**src/rtl/njp_micro_pkg.sv**
```systemverilog
// Shared definitions for the micro block: the divider state encoding,
// default operand widths and the step-counter width.
package njp_micro_pkg;

    localparam int DW_DEF = 8;
    localparam int VW_DEF = 4;
    localparam int CNT_W  = $clog2(DW_DEF);

    typedef enum logic [2:0] {
        IDLE = 3'd0,
        CALC = 3'd1,
        ZERO = 3'd2,
        FAST = 3'd3,
        DONE = 3'd4
    } div_state_t;

endpackage

```
**src/rtl/njp_div_ctrl.sv**
```systemverilog
// Control FSM for the restoring divider: step counter, busy/done flags and
// the load/step/finish strobes that steer the datapath in njp_micro_div.
// The zero-divisor and early-finish decisions are taken in the first CALC
// cycle, using the operands latched on the accept edge.
module njp_div_ctrl
    import njp_micro_pkg::*;
#(
    parameter int DW = DW_DEF,
    parameter int CW = CNT_W
) (
    input  logic clk,
    input  logic rst_n,
    input  logic start,
    input  logic div_zero,
    input  logic early,
    output logic busy,
    output logic done,
    output logic load,
    output logic step,
    output logic last,
    output logic fin_zero,
    output logic fin_fast
);

    localparam logic [CW-1:0] LAST_CNT = CW'(DW - 1);

    div_state_t    state_r;
    logic [CW-1:0] count_r;
    logic          busy_r;
    logic          done_r;
    logic          first_s;

    assign first_s = (count_r == {CW{1'b0}});
    assign busy    = busy_r;
    assign done    = done_r;

    // Decode datapath strobes from the current state and counter.
    always_comb begin
        load     = 1'b0;
        step     = 1'b0;
        last     = 1'b0;
        fin_zero = 1'b0;
        fin_fast = 1'b0;
        case (state_r)
            IDLE: load = start;
            CALC: begin
                if (first_s && (div_zero || early)) begin
                    step = 1'b0;
                end else begin
                    step = 1'b1;
                    last = (count_r == LAST_CNT);
                end
            end
            ZERO:    fin_zero = 1'b1;
            FAST:    fin_fast = 1'b1;
            DONE:    load = 1'b0;
            default: load = 1'b0;
        endcase
    end

    // State register, step counter and registered busy/done flags.
    always_ff @(posedge clk) begin
        if (!rst_n) begin
            state_r <= IDLE;
            count_r <= {CW{1'b0}};
            busy_r  <= 1'b0;
            done_r  <= 1'b0;
        end else begin
            case (state_r)
                IDLE: begin
                    if (start) begin
                        state_r <= CALC;
                        busy_r  <= 1'b1;
                        count_r <= {CW{1'b0}};
                    end
                end
                CALC: begin
                    if (first_s && div_zero) begin
                        state_r <= ZERO;
                    end else if (first_s && early) begin
                        state_r <= FAST;
                    end else if (count_r == LAST_CNT) begin
                        state_r <= DONE;
                        done_r  <= 1'b1;
                    end else begin
                        count_r <= count_r + {{(CW-1){1'b0}}, 1'b1};
                    end
                end
                ZERO, FAST: begin
                    state_r <= DONE;
                    done_r  <= 1'b1;
                end
                DONE: begin
                    state_r <= IDLE;
                    busy_r  <= 1'b0;
                    done_r  <= 1'b0;
                end
                default: begin
                    state_r <= IDLE;
                    busy_r  <= 1'b0;
                    done_r  <= 1'b0;
                end
            endcase
        end
    end

endmodule

```
**src/rtl/njp_micro_div.sv**
```systemverilog
// Sequential restoring divider (DW-bit dividend / VW-bit divisor), one
// quotient bit per clock. Datapath registers live here; sequencing is in
// njp_div_ctrl.
// Optional build macro: NJP_DIV_EARLY_DONE_EN -- when defined, a dividend
// smaller than a nonzero divisor finishes through the FAST state.
module njp_micro_div
    import njp_micro_pkg::*;
#(
    parameter int DW = DW_DEF,
    parameter int VW = VW_DEF
) (
    input  logic          clk,
    input  logic          rst_n,
    input  logic          start,
    input  logic [DW-1:0] dividend,
    input  logic [VW-1:0] divisor,
    output logic          busy,
    output logic          done,
    output logic [DW-1:0] quotient,
    output logic [VW-1:0] remainder,
    output logic          div_by_zero
);

    // The partial remainder is always below the divisor, so its top bit of
    // the (VW+1)-bit working value is always zero and is not stored.
    logic [VW-1:0] p_r;
    logic [DW-1:0] q_r;
    logic [VW-1:0] div_r;

    logic [VW:0]   t_s;
    logic [VW:0]   diff_s;
    logic          ge_s;
    logic [VW-1:0] p_next_s;
    logic [DW-1:0] q_next_s;
    logic          div_zero_s;
    logic          early_s;
    logic          load_s;
    logic          step_s;
    logic          last_s;
    logic          fin_zero_s;
    logic          fin_fast_s;

    assign div_zero_s = (div_r == {VW{1'b0}});

`ifdef NJP_DIV_EARLY_DONE_EN
    assign early_s = (DW'(div_r) > q_r);
`else
    assign early_s = 1'b0;
`endif

    // One restoring step: shift in the next dividend bit, trial-subtract in
    // VW+1 bits; a borrow (MSB set) means the divisor did not fit.
    always_comb begin
        t_s      = {p_r, q_r[DW-1]};
        diff_s   = t_s - {1'b0, div_r};
        ge_s     = ~diff_s[VW];
        if (ge_s) begin
            p_next_s = diff_s[VW-1:0];
        end else begin
            p_next_s = t_s[VW-1:0];
        end
        q_next_s = {q_r[DW-2:0], ge_s};
    end

    njp_div_ctrl #(
        .DW (DW),
        .CW ($clog2(DW))
    ) u_ctrl (
        .clk      (clk),
        .rst_n    (rst_n),
        .start    (start),
        .div_zero (div_zero_s),
        .early    (early_s),
        .busy     (busy),
        .done     (done),
        .load     (load_s),
        .step     (step_s),
        .last     (last_s),
        .fin_zero (fin_zero_s),
        .fin_fast (fin_fast_s)
    );

    // Work registers and result outputs; results change only on DONE entry.
    always_ff @(posedge clk) begin
        if (!rst_n) begin
            p_r         <= {VW{1'b0}};
            q_r         <= {DW{1'b0}};
            div_r       <= {VW{1'b0}};
            quotient    <= {DW{1'b0}};
            remainder   <= {VW{1'b0}};
            div_by_zero <= 1'b0;
        end else begin
            if (load_s) begin
                p_r   <= {VW{1'b0}};
                q_r   <= dividend;
                div_r <= divisor;
            end else if (step_s) begin
                p_r <= p_next_s;
                q_r <= q_next_s;
            end

            if (last_s) begin
                quotient    <= q_next_s;
                remainder   <= p_next_s;
                div_by_zero <= 1'b0;
            end else if (fin_zero_s) begin
                quotient    <= {DW{1'b1}};
                remainder   <= {VW{1'b0}};
                div_by_zero <= 1'b1;
            end else if (fin_fast_s) begin
                quotient    <= {DW{1'b0}};
                remainder   <= q_r[VW-1:0];
                div_by_zero <= 1'b0;
            end
        end
    end

endmodule

```
**config.mk**
```make
export PLATFORM = sky130hd
export DESIGN_NAME = njp_micro_div
export DESIGN_NICKNAME = d
export VERILOG_FILES = /design/src/rtl/njp_micro_pkg.sv /design/src/rtl/njp_div_ctrl.sv /design/src/rtl/njp_micro_div.sv
export SDC_FILE = /design/constraint.sdc
export NUM_CORES = 1
export LEC_CHECK = 0
export CORE_MARGIN = 8
export CORE_UTILIZATION = 28
export CTS_CLUSTER_DIAMETER = 30
export CTS_CLUSTER_SIZE = 40
export DETAILED_ROUTE_END_ITERATION = 10
export PLACE_DENSITY_LB_ADDON = 0.08
export SETUP_SLACK_MARGIN = 0.1
export SLEW_MARGIN = 25
export SYNTH_ARGS = -nofsm -noshare
export SYNTH_HDL_FRONTEND = slang
export SYNTH_HIERARCHICAL = 1
export SYNTH_SLANG_ARGS = --single-unit
```
**constraint.sdc**
```tcl
create_clock -name clk -period 3.62 [get_ports clk]
set_clock_uncertainty 0.1 [all_clocks]
set_input_delay 0.362 -clock clk [delete_from_list [all_inputs] [get_ports clk]]
set_output_delay 0.362 -clock clk [all_outputs]
set_load 0.01 [all_outputs]
```
==> Word-level counts from Yosys, hierarchy flattened <==
Index checks and enable logic that the tools add are counted.
{ "word_totals": {"wordCells": 72, "regBits": 37, "input_bits": 15} }
{ "op_classes": {"eq_ne": 9, "n_bitwise": 4, "reduce_logical": 16, "addsub": 2, "mux": 31} }
{ "ops": {"columns": ["operator", "n"], "rows": [
  ["$mux W8", 5],
  ["$mux W3", 6],
  ["$mux W4", 4],
  ["$mux W1", 12],
  ["$pmux W3 S3", 1],
  ["$eq A3 B2 Y1 const B", 2],
  ["$logic_not A3 Y1", 2],
  ["$ne A2 B2 Y1 const B", 3],
  ["$pmux W3 S2", 1],
  ["$reduce_bool A2 Y1", 3],
  ["$reduce_or A2 Y1", 3],
  ["$sub A5 B4 Y5", 1],
  ["$logic_not A4 Y1", 1],
  ["$not A1 Y1", 4],
  ["$reduce_and A2 Y1", 2],
  ["$reduce_and A4 Y1", 1],
  ["$add A3 B1 Y3 const B", 1],
  ["$eq A3 B1 Y1 const B", 1],
  ["$eq A3 B3 Y1 const B", 1],
  ["$ne A3 B1 Y1 const B", 1],
  ["$pmux W1 S3", 1],
  ["$reduce_and A3 Y1", 1],
  ["$reduce_bool A3 Y1", 1],
  ["$reduce_or A3 Y1", 1],
  ["other kinds (3)", 3]
]} }

==> Logic depth before layout (Yosys ltp) <==
Gate-level depths: netlist of the first run.
{ "logic_depth": {"word_depth": 6, "ltp_mapped": 10} }

==> Modules after synthesis <==
Netlist of the first run, hierarchy kept.
{ "by_module_without_submodules": {"columns": ["mod", "cells_per_inst", "n_inst", "area_each_um2"], "rows": [
  ["njp_micro_div", 181, 1, 1582.8],
  ["njp_div_ctrl", 50, 1, 425.4]
]} }

==> Least setup slack after synthesis of the first run <==
No wires, ideal clock.
{ "synth_timing": {"path_kind": "register to register", "startpoint": "register div_r[3]", "endpoint": "register quotient[0]", "slack_ns": 1.485, "arrival_time_ns": 1.919, "n_path_buf": 1, "t_required_ns": 3.404, "path_stages_with_launch": 9, "cell_sequence": "dfxtp_1 > nor4_1 > nor2_1 > o2111ai_1 > inv_1 > clkbuf_1 > nor2_1 > o21ai_0 > o211a_1"} }
{ "synth_via": {"elab_chain_cells": 5} }
{ "synth_lines": {"columns": ["element", "line_no", "source"], "rows": [
  ["start, declared", "njp_micro_div.sv:28", "logic [VW-1:0] div_r;"],
  ["start signal, assigned", "njp_micro_div.sv:88", "div_r <= {VW{1'b0}};"],
  ["start signal, assigned", "njp_micro_div.sv:96", "div_r <= divisor;"],
  ["$logic_not A4 Y1 (*)", "njp_micro_div.sv:43", "assign div_zero_s = (div_r == {VW{1'b0}});"],
  ["named net div_zero_s", "njp_micro_div.sv:35", "logic div_zero_s;"],
  ["$logic_and A1 B1 Y1 (*)", "njp_div_ctrl.sv:47", "if (first_s && (div_zero || early)) begin"],
  ["$mux W1 (*)", "njp_div_ctrl.sv:47", null],
  ["$mux W1 (*)", "njp_div_ctrl.sv:44", "case (state_r)"],
  ["named net last_s", "njp_micro_div.sv:39", "logic last_s;"],
  ["$reduce_bool A3 Y1 (no source line) or $mux W8 (tied branches)", null, null],
  ["end signal, assigned", "njp_micro_div.sv:89", "quotient <= {DW{1'b0}};"],
  ["end signal, assigned", "njp_micro_div.sv:103", "quotient <= q_next_s;"],
  ["end signal, assigned", "njp_micro_div.sv:107", "quotient <= {DW{1'b1}};"],
  ["end, declared", "njp_micro_div.sv:19", "output logic [DW-1:0] quotient,"]
]} }
The timed path passes the listed nets; every way through them passes the cells marked *.
A chain may end at the register's enable or synchronous reset.

==> Worst setup path in the final report of the first run <==
{ "layout_timing": {"startpoint": "register q_r[7]", "endpoint": "register remainder[3]"} }
{ "layout_via": {"elab_chain_cells": 3} }
{ "layout_lines": {"columns": ["element", "line_no", "source"], "rows": [
  ["start, declared", "njp_micro_div.sv:27", "logic [DW-1:0] q_r;"],
  ["start signal, assigned", "njp_micro_div.sv:87", "q_r <= {DW{1'b0}};"],
  ["start signal, assigned", "njp_micro_div.sv:95", "q_r <= dividend;"],
  ["start signal, assigned", "njp_micro_div.sv:99", "q_r <= q_next_s;"],
  ["$sub A5 B4 Y5", "njp_micro_div.sv:55", "diff_s = t_s - {1'b0, div_r};"],
  ["$mux W4", "njp_micro_div.sv:57", "if (ge_s) begin"],
  ["$mux W4", "njp_micro_div.sv:102", "if (last_s) begin"],
  ["end signal, assigned", "njp_micro_div.sv:104", "remainder <= p_next_s;"],
  ["end signal, assigned", "njp_micro_div.sv:108", "remainder <= {VW{1'b0}};"],
  ["end signal, assigned", "njp_micro_div.sv:112", "remainder <= q_r[VW-1:0];"],
  ["end, declared", "njp_micro_div.sv:20", "output logic [VW-1:0] remainder,"]
]} }
No other way between the ends.

==> out/metrics.csv, run 1 <==
stage,metric,value,unit
outcome,status,finished clean,
floorplanning,io_pins,30,
cells_and_area,design_area,2480,sq um
synth,synth_compound_area_share,20.19,%
timing,fin_crit_sh,74.00,%
timing,tns,0,ns
cells_and_area,regArea,740.7,sq um
pwr,leakage,0.9882,nW
setup_path,reg2reg_depth,9,
setup_path,end_kind,flip-flop,
floorplanning,coreArea,7098,sq um
timing,fmax,0.3733,GHz
synth,yosys-top-cells-area,"dfxtp_1 (37%), mux2i_1 (10%), nand2_1 (4.7%)",
setup_path,crit_arrival,2.75,ns
pwr,vdd_drop_max,0.1623,mV
cells_and_area,syn_to_final_growth,23.49,%
clocking,ctsHoldBuffers,0,
floorplanning,die_x,100.7,um
cells_and_area,n_fill_cell,751,
timing,finalSetupViolations,0,
setup_path,r2r_slack,0.94,ns
floorplanning,rows,31,
cells_and_area,multi_input_area,1141,sq um
drt,drcViolationCount,0,
drt,vias,1680,
synth,syn_inst,231,
cells_and_area,nets,282,
synth,synth.mux.area_fraction,10.53,%
setup_path,slowest_stage,fa_1,
placement,place_inst,351,
global_route,grt_pass1_wl,8438,um
placement,place_area,2394,sq um
cells_and_area,drive_gt1_share,6.923,%
setup_path,critPathMaxFanout,15,
drt,via_per_inst,4.680,
synth,ys_types,47,
min_path,whs_endpoint,quotient[6],
setup_path,start_kind,flip-flop,
timing,tightest_slew,0.9280,ns
drt,wl,5079,um
synth,synth_area,2008,sq um
drt,dr.pass1.iters,4,
setup_path,reg2reg_from,q_r[7],
synth,synth_top_family_by_area,compound AO/OA/AOI/OAI gates,
setup_path,cp_num_buf_inv,2,
clocking,root_buffer,clkbuf_8,
min_path,hold-path-cell-count,2,
global_route,grt_overflow_total,0,
global_route,antenna_found_initial,0,
setup_path,crit_chain,inv_1 -> ha_1 -> inv_1 -> fa_1 -> a21o_1 -> a21oi_4 -> xnor2_2 -> mux2i_1 -> o22ai_1,
placement,port_buffers,29,
cells_and_area,diodes,0,
setup_path,critPathMaxStageDelay,0.42,ns
synth,synth_largest_area_cell,dfxtp_1,
clocking,cts_tree,yes,
synth,synth_seq_cells,37,
pwr,p_per_area,444.4,nW/um^2
setup_path,path_class,reg -> reg,
min_path,min_path_type,reg -> reg,
clocking,cts_resized,0,
drt,drt_iter0_drc,69,
min_path,hold_start,quotient[6],
global_route,grt_pass1_vias,1663,
clocking,max-clock-path-buffers,2,
floorplanning,start_util,28.29,%
placement,dp_hpwl,3705,um
timing,slew_viol_final,0,
clocking,htreeDepth,2,
placement,gp_congestion,0.7286,
setup_path,cp_num_cells,9,
synth,synth_top_area_share,36.88,%
setup_path,crit_family,compound AO/OA/AOI/OAI gates,
drt,post_drt_wl_per_cell,14.15,um
timing,rsz0062_at_grt,no,
clocking,insertion_delay,0.29,ns
timing,hold_viol,0,
synth,synth-simple-area-share,18.69,%
synth,synthArstFlopShare,0,%
setup_path,r2r_end,remainder[3],
global_route,grtUsageTotal,10.53,%
cells_and_area,final_cells,359,
run,maxCapViolations,0,
timing,slew_headroom,37.65,%
clocking,clkTransAtPathRegs,0.08,ns
global_route,grt_start_max_net_pins,26,
timing,fin_crit,2.679,ns
synth,syn_avg_cell_area,8.693,sq um
synth,yosys_warnings,6,
setup_path,required,3.69,ns
clocking,post_cts_buffers,0,
clocking,clock-sinks,37,
synth,seq_area_frac_synth,36.88,%
floorplanning,die-area,10140,sq um
drt,ant_nets,0,
synth,synth-main-ff-cell,dfxtp_1,
floorplanning,dieHeight,100.7,um
clocking,cts-buffers-inserted,5,
synth,yosys.area_share.xor_xnor,1.682,%
synth,synth_edf_count,0,
synth,synthAdderAreaFrac,5.358,%
setup_path,cp_common_cell,inv_1,
-- tightest hold or removal path: cells and delay by family (launching register included) --
| family | cells | cell delay (ns) |
|---|---|---|
| flip-flops | 1 | 0.31 |
| AO/OA/AOI/OAI | 1 | 0.05 |
| AND/OR/NAND/NOR | 1 | 0.05 |
-- power by group --
group | internal [mW] | switching (mW) | leakage (nW)
combinational | 0.147 | 0.171 | 0.642
clock | 0.133 | 0.162 | 0.0439
sequential | 0.448 | 0.0401 | 0.302
total | 0.729 | 0.374 | 0.988
-- cell type report --
| cell class | instances | area share (%) |
|---|---|---|
| clock buffers | 5 | 2.775 |
| clock inverters | 3 | 0.7064 |
| inverters | 20 | 3.027 |
| multi-input cells | 163 | 46.01 |
| flip-flops and latches | 37 | 29.87 |
| well taps | 99 | 4.995 |
| repair buffers | 32 | 12.61 |
-- layout by cell type (no fill, tap or decap), drive strengths merged, types with 2 or more instances in the layout --
master / n
conb: 2
a31oi: 2
a21boi: 2
nor4: 2
ha: 7
clkdlybuf4s50: 29
nor4b: 2
clkbuf: 5
nor2: 12
o211ai: 2
nand3: 7
buf: 3
o2111ai: 4
nand2b: 6
o31a: 3
or3: 2
nor3: 4
nand4: 2
o211a: 8
nor2b: 5
inv: 19
nand2: 25
clkinv: 3
dfxtp: 37
o21ai: 10
o22ai: 3
xnor2: 2
mux2i: 20
a21oi: 18
-- metrics by stage --
step	hold WS [ns]	setup WS [ns]	power (mW)	utilization [%]
floorplan	0.3661	1.485	0.7209	-
global placement	0.3423	0.8962	0.8225	33.72
detailed placement	0.3478	0.8751	0.8194	33.72
CTS	0.3596	0.9271	1.119	34.94
global route	0.3885	0.7581	1.177	34.94
finish	0.3535	0.9411	1.102	34.94
-- cells in the mapped netlist, types with 2 or more instances --
library cell	instances
a21oi_1	17
a31oi_1	2
buf_2	2
clkbuf_1	9
dfxtp_1	37
ha_1	7
inv_1	19
mux2i_1	20
nand2_1	25
nand2b_1	5
nand3_1	7
nand4_1	2
nor2_1	12
nor2b_1	5
nor3_1	4
nor4_1	2
o2111ai_1	4
o211a_1	8
o211ai_1	2
o21ai_0	10
o22ai_1	3
o31a_1	3
or3_1	2
-- per-layer routing --
metal  share of wire (%)  routed length [um]  GRT usage, %  up-vias
met4                0.83                  42         2.907        0
li1                    -                   -             -      872
met5                   0                   0             0        -
met1                  52                2641         14.40      776
met2                  43                2166         15.64       28
met3                 4.5                 229         2.901        4
-- cells by family after synthesis --
group | count (synthesis)
and+or+nand+nor | 72
AOI/OAI and AO/OA | 57
DFF | 37
buffers and inverters | 32
muxes | 21
adders and majority gates | 8
xor gates and xnor gates | 3
other | 1
-- registers in the layout (all words and copies together), names as in the netlist --
name and flops:
q_r 8, quotient 8, div_r 4, p_r 4
remainder 4, u_ctrl/count_r 3, u_ctrl/state_r 3, div_by_zero 1
u_ctrl/busy 1, u_ctrl/done 1
-- worst max-delay path by stage --
stage / start / endpoint / slack, ns
3_3_place_gp: start / p_r[3] / 0.90
3_5_place_dp: start / q_r[0] / 0.88
6_report: q_r[7] / remainder[3] / 0.94
4_1_cts: q_r[7] / remainder[3] / 0.93
5_1_grt: q_r[7] / remainder[3] / 0.76
2_1_floorplan: div_r[3] / quotient[0] / 1.49
Power figures use the tool's default switching activity.
==> inputs of run 2 (changes only) <==
==> constraint.sdc (replaced) <==
create_clock -name clk -period 2.55 [get_ports clk]
set_clock_uncertainty 0.1 [all_clocks]
set_input_delay 0.255 -clock clk [delete_from_list [all_inputs] [get_ports clk]]
set_output_delay 0.255 -clock clk [all_outputs]
set_load 0.01 [all_outputs]
==> run 2 against run 1 <==
Sequential share of layout area decreased by 1.4 points. Critical endpoint unchanged. Count of clock-buffer cells in the layout grew 1. Cell area increased by 5.0%. First-iteration DRC count is 23% lower. Non-clock buffer count up 9. Cell count rose by 2.5%.
==> out/metrics.csv, run 2 (synthesis gave the netlist of run 1 again) <==
stage,metric,value,unit
pwr,switching_share,31.20,%
drt,wl,5313,um
floorplanning,die_x,100.7,um
timing,slew_viol_final,0,
clocking,htreeDepth,2,
floorplanning,io_pins,30,
setup_path,start_kind,flip-flop,
drt,dr.pass1.iters,4,
floorplanning,coreArea,7098,sq um
floorplanning,rows,31,
pwr,leakage,1.044,nW
pwr,seqPwrFrac,40.0,%
drt,ant_nets,0,
drt,drt_iter0_drc,53,
drt,via_per_inst,4.783,
clocking,clock-sinks,37,
floorplanning,start_util,28.29,%
cells_and_area,syn_to_final_growth,29.66,%
pwr,pwr-share-clk,31.2,%
cells_and_area,final_cell_mix,"dfxtp_1 (37), clkdlybuf4s50_1 (29), nand2_1 (25), inv_1 (19), mux2i_1 (19)",
cells_and_area,drive_gt1_share,11.15,%
floorplanning,dieHeight,100.7,um
pwr,intPower,1.201,mW
clocking,insertion_delay,0.29,ns
global_route,grt_start_max_net_pins,26,
clocking,clkTransAtPathRegs,0.09,ns
timing,fin_ws,0.2279,ns
timing,fin_crit,2.322,ns
setup_path,path_class,reg -> reg,
global_route,grt_pass1_vias,1750,
clocking,cts-buffers-inserted,5,
pwr,switchingPower,0.5444,mW
global_route,antenna_found_initial,0,
placement,dp_hpwl,3947,um
global_route,grt_pass1_wl,8783,um
setup_path,crit_arrival,2.41,ns
placement,port_buffers,29,
clocking,max-clock-path-buffers,2,
timing,fmax,0.4306,GHz
timing,slew_headroom,62.92,%
drt,vias,1760,
setup_path,required,2.64,ns
clocking,ctsHoldBuffers,0,
drt,drcViolationCount,0,
timing,tightest_slew,0.5557,ns
floorplanning,die-area,10140,sq um
placement,place_ws,0.1626,ns
min_path,min_path_type,reg -> reg,
timing,fin_crit_sh,91.06,%
clocking,root_buffer,clkbuf_8,
clocking,cts_tree,yes,
placement,gp_congestion,0.7820,
run,maxCapViolations,0,
drt,post_drt_wl_per_cell,14.44,um
pwr,p_per_area,670.2,nW/um^2
global_route,grt_overflow_total,0,
cells_and_area,final_common_cell,dfxtp_1,
pwr,vdd_drop_max,0.2056,mV
cells_and_area,nets,291,
clocking,post_cts_buffers,0,
timing,holdWs,0.3574,ns
cells_and_area,diodes,0,
setup_path,end_kind,flip-flop,
timing,finalSetupViolations,0,
timing,hold_viol,0,
timing,rsz0062_at_grt,no,
pwr,power,1.745,mW
global_route,grtUsageTotal,11.11,%
pwr,power_frac_comb,28.8,%
setup_path,critPathMaxFanout,6,
timing,tns,0,ns
outcome,status,finished clean,
cells_and_area,final_util,36.68,%
cells_and_area,top_regs,"q_r (8), quotient (8)",
==> run 2: metrics by stage <==
stage                     cells  cell area (sq um)
final                       368               2604
after global routing        368               2604
after CTS                   368               2581
after detailed placement    360               2461
after global placement      360               2461
after floorplan             232               2012
==> run 2: what timing repair did <==
action,in CTS,in global routing
resized for setup,0,4
endpoints found under the setup margin,0,6
hold endpoints to repair,0,0
==> run 2: critical path, cell delays in order (launching register included) <==
cell and delay [ns]:
dfxtp_1 0.35, inv_1 0.10, ha_1 0.16, inv_1 0.05
fa_1 0.42, a21o_1 0.21, a21oi_4 0.23, xnor2_4 0.20
mux2i_2 0.31, o22ai_1 0.09
==> run 2: per-layer routing <==
metal,GRT usage (%),share of wire (%),vias up
li1,-,-,884
met1,14.84,51,841
met2,16.61,44,29
met3,2.901,3.6,6
met4,4.070,1.3,0
met5,0,0,-
==> run 2: area by class of cell <==
class,count,area [sq um]
Sequential cell,37,740.7
Inverter,20,75.07
Tap cell,99,123.9
Fill cell,754,4494
Clock inverter,2,37.54
Multi-Input combinational cell,163,1164
Timing Repair Buffer,41,380.4
Clock buffer,6,82.58
==> run 2: power by group through the flow <==
stage	clock network, mW	logic [mW]	registers (mW)
after global routing	0.592	0.551	0.706
final	0.545	0.503	0.697
after CTS	0.565	0.492	0.695
after detailed placement	0	0.489	0.708
after floorplan	0	0.327	0.696
after global placement	0	0.491	0.709
==> run 2: final timing paths <==
kind,start,endpoint,slack [ns],depth (start not counted)
worst max-delay path,q_r[7],remainder[3],0.23,9
worst min-delay path,quotient[1],quotient[1],0.36,2
worst max register to register,q_r[7],remainder[3],0.23,9
worst min register to register,quotient[1],quotient[1],0.36,2
==> inputs of run 3 (changes only) <==
==> constraint.sdc (replaced) <==
create_clock -name clk -period 2.55 [get_ports clk]
set_clock_uncertainty 0.1 [all_clocks]
set_input_delay 0.255 -clock clk [delete_from_list [all_inputs] [get_ports clk]]
set_output_delay 0.255 -clock clk [all_outputs]
set_load 0.1 [all_outputs]
==> run 3 against run 2 <==
Global-route usage shrank 0.18 points. Clock power down 20%. Sequential cell count stayed put. Cell count down 0.27%. Sequential share of layout area is 0.96 points higher. Worst hold slack improved by 0.00076 ns. Non-clock buffer count unchanged. Fmax fell by 0.40%. Critical path depth stayed put. Setup slack got worse by 0.0093 ns. Count of clock-buffer cells in the layout unchanged. Utilization down 1.2 points. Critical path type unchanged. Highest routed layer unchanged.
==> out/metrics.csv, run 3 (synthesis gave the netlist of run 1 again) <==
stage,metric,value,unit
global_route,grt_start_max_net_pins,26,
clocking,root_buffer,clkbuf_8,
global_route,grt_overflow_total,0,
clocking,post_cts_buffers,0,
setup_path,required,2.63,ns
cells_and_area,diodes,0,
floorplanning,io_pins,30,
timing,tightest_slew,0.5881,ns
clocking,htreeDepth,2,
placement,gp_congestion,0.7463,
placement,port_buffers,29,
clocking,cts-buffers-inserted,5,
min_path,min_path_type,reg -> reg,
cells_and_area,top_regs,"q_r (8), quotient (8)",
timing,hold_viol,0,
setup_path,crit_arrival,2.41,ns
placement,dp_hpwl,3851,um
timing,fin_crit,2.331,ns
timing,fin_crit_sh,91.43,%
global_route,grt_pass1_vias,1695,
placement,place_inst,360,
floorplanning,rows,31,
floorplanning,die_x,100.7,um
floorplanning,start_util,28.29,%
timing,slew_headroom,60.49,%
cells_and_area,final_cell_mix,"dfxtp_1 (37), buf_4 (27), nand2_1 (25), mux2i_1 (19), inv_1 (18)",
drt,post_drt_wl_per_cell,14.21,um
setup_path,critPathMaxFanout,6,
clocking,ctsHoldBuffers,0,
global_route,grtUsageTotal,10.93,%
cells_and_area,nets,291,
pwr,leakage,1.053,nW
clocking,cts_resized,0,
cells_and_area,final_cells,367,
drt,wl,5215,um
cells_and_area,syn_to_final_growth,25.42,%
clocking,max-clock-path-buffers,2,
drt,vias,1694,
floorplanning,coreArea,7098,sq um
setup_path,start_kind,flip-flop,
drt,ant_nets,0,
drt,dr.pass1.iters,4,
clocking,cts_tree,yes,
clocking,insertion_delay,0.29,ns
pwr,vdd_drop_max,0.2009,mV
global_route,antenna_found_initial,0,
timing,tns,0,ns
timing,slew_viol_final,0,
setup_path,path_class,reg -> reg,
setup_path,end_kind,flip-flop,
clocking,clkTransAtPathRegs,0.08,ns
cells_and_area,final_util,35.48,%
cells_and_area,final_common_cell,dfxtp_1,
floorplanning,dieHeight,100.7,um
timing,finalSetupViolations,0,
outcome,status,finished clean,
timing,rsz0062_at_grt,yes,
floorplanning,die-area,10140,sq um
cells_and_area,n_fill_cell,757,
drt,drt_iter0_drc,86,
timing,holdWs,0.3581,ns
clocking,clock-sinks,37,
drt,drcViolationCount,0,
cells_and_area,drive_gt1_share,16.42,%
timing,fmax,0.4289,GHz
pwr,p_per_area,694.2,nW/um^2
drt,via_per_inst,4.616,
run,maxCapViolations,0,
global_route,grt_pass1_wl,8756,um
## run 3: cell types whose count changed in the layout (fill, tap and decap cells not counted), sizes merged
| cell | delta |
|---|---|
| buf | +15 |
| clkdlybuf4s50 | -15 |
| bufinv | -1 |
## run 3: where the power goes
group          leakage [nW]  internal [mW]  switching [mW]  total, mW
Sequential            0.302          0.636          0.0581      0.694
Combinational         0.708          0.231           0.389      0.620
Clock                0.0433          0.214           0.220      0.434
## run 3: final timing paths
path,slack [ns],start,to,depth (start not counted)
worst min register to register,0.36,quotient[6],quotient[6],2
worst min-delay path,0.36,quotient[6],quotient[6],2
worst max-delay path,0.22,q_r[7],remainder[3],9
worst max register to register,0.22,q_r[7],remainder[3],9
## run 3: per-layer routing
metal	up-vias	track usage (%)	routed length [um]
met5	-	0	0
met4	0	3.140	66
met3	5	3.177	182
met2	18	16.35	2261
met1	787	14.70	2704
li1	884	-	-
## run 3: area by class of cell
class | instances | area [sq um] | area share, %
flip-flops and latches | 37 | 740.7 | 29.41
clock buffers | 6 | 82.58 | 3.279
well taps | 99 | 123.9 | 4.918
inverters | 20 | 75.07 | 2.981
multi-input cells | 163 | 1146 | 45.50
clock inverters | 1 | 7.507 | 0.2981
repair buffers | 41 | 342.8 | 13.61
## run 3: critical path: stages (launching register included)
cell,delay (ns)
dfxtp_1,0.35
inv_1,0.10
ha_1,0.17
inv_1,0.05
fa_1,0.41
a21o_1,0.20
a21oi_4,0.19
xnor2_2,0.23
mux2i_2,0.32
o22ai_1,0.09
## run 3: per-stage QoR
stage               instance area, sq um  total power, mW  setup slack, ns
floorplan                           2012            1.158           0.4152
global placement                    2424            1.333           0.1728
detailed placement                  2424            1.326           0.1614
CTS                                 2514            1.762           0.1454
global route                        2519            1.854          0.07650
finish                              2519            1.748           0.2186
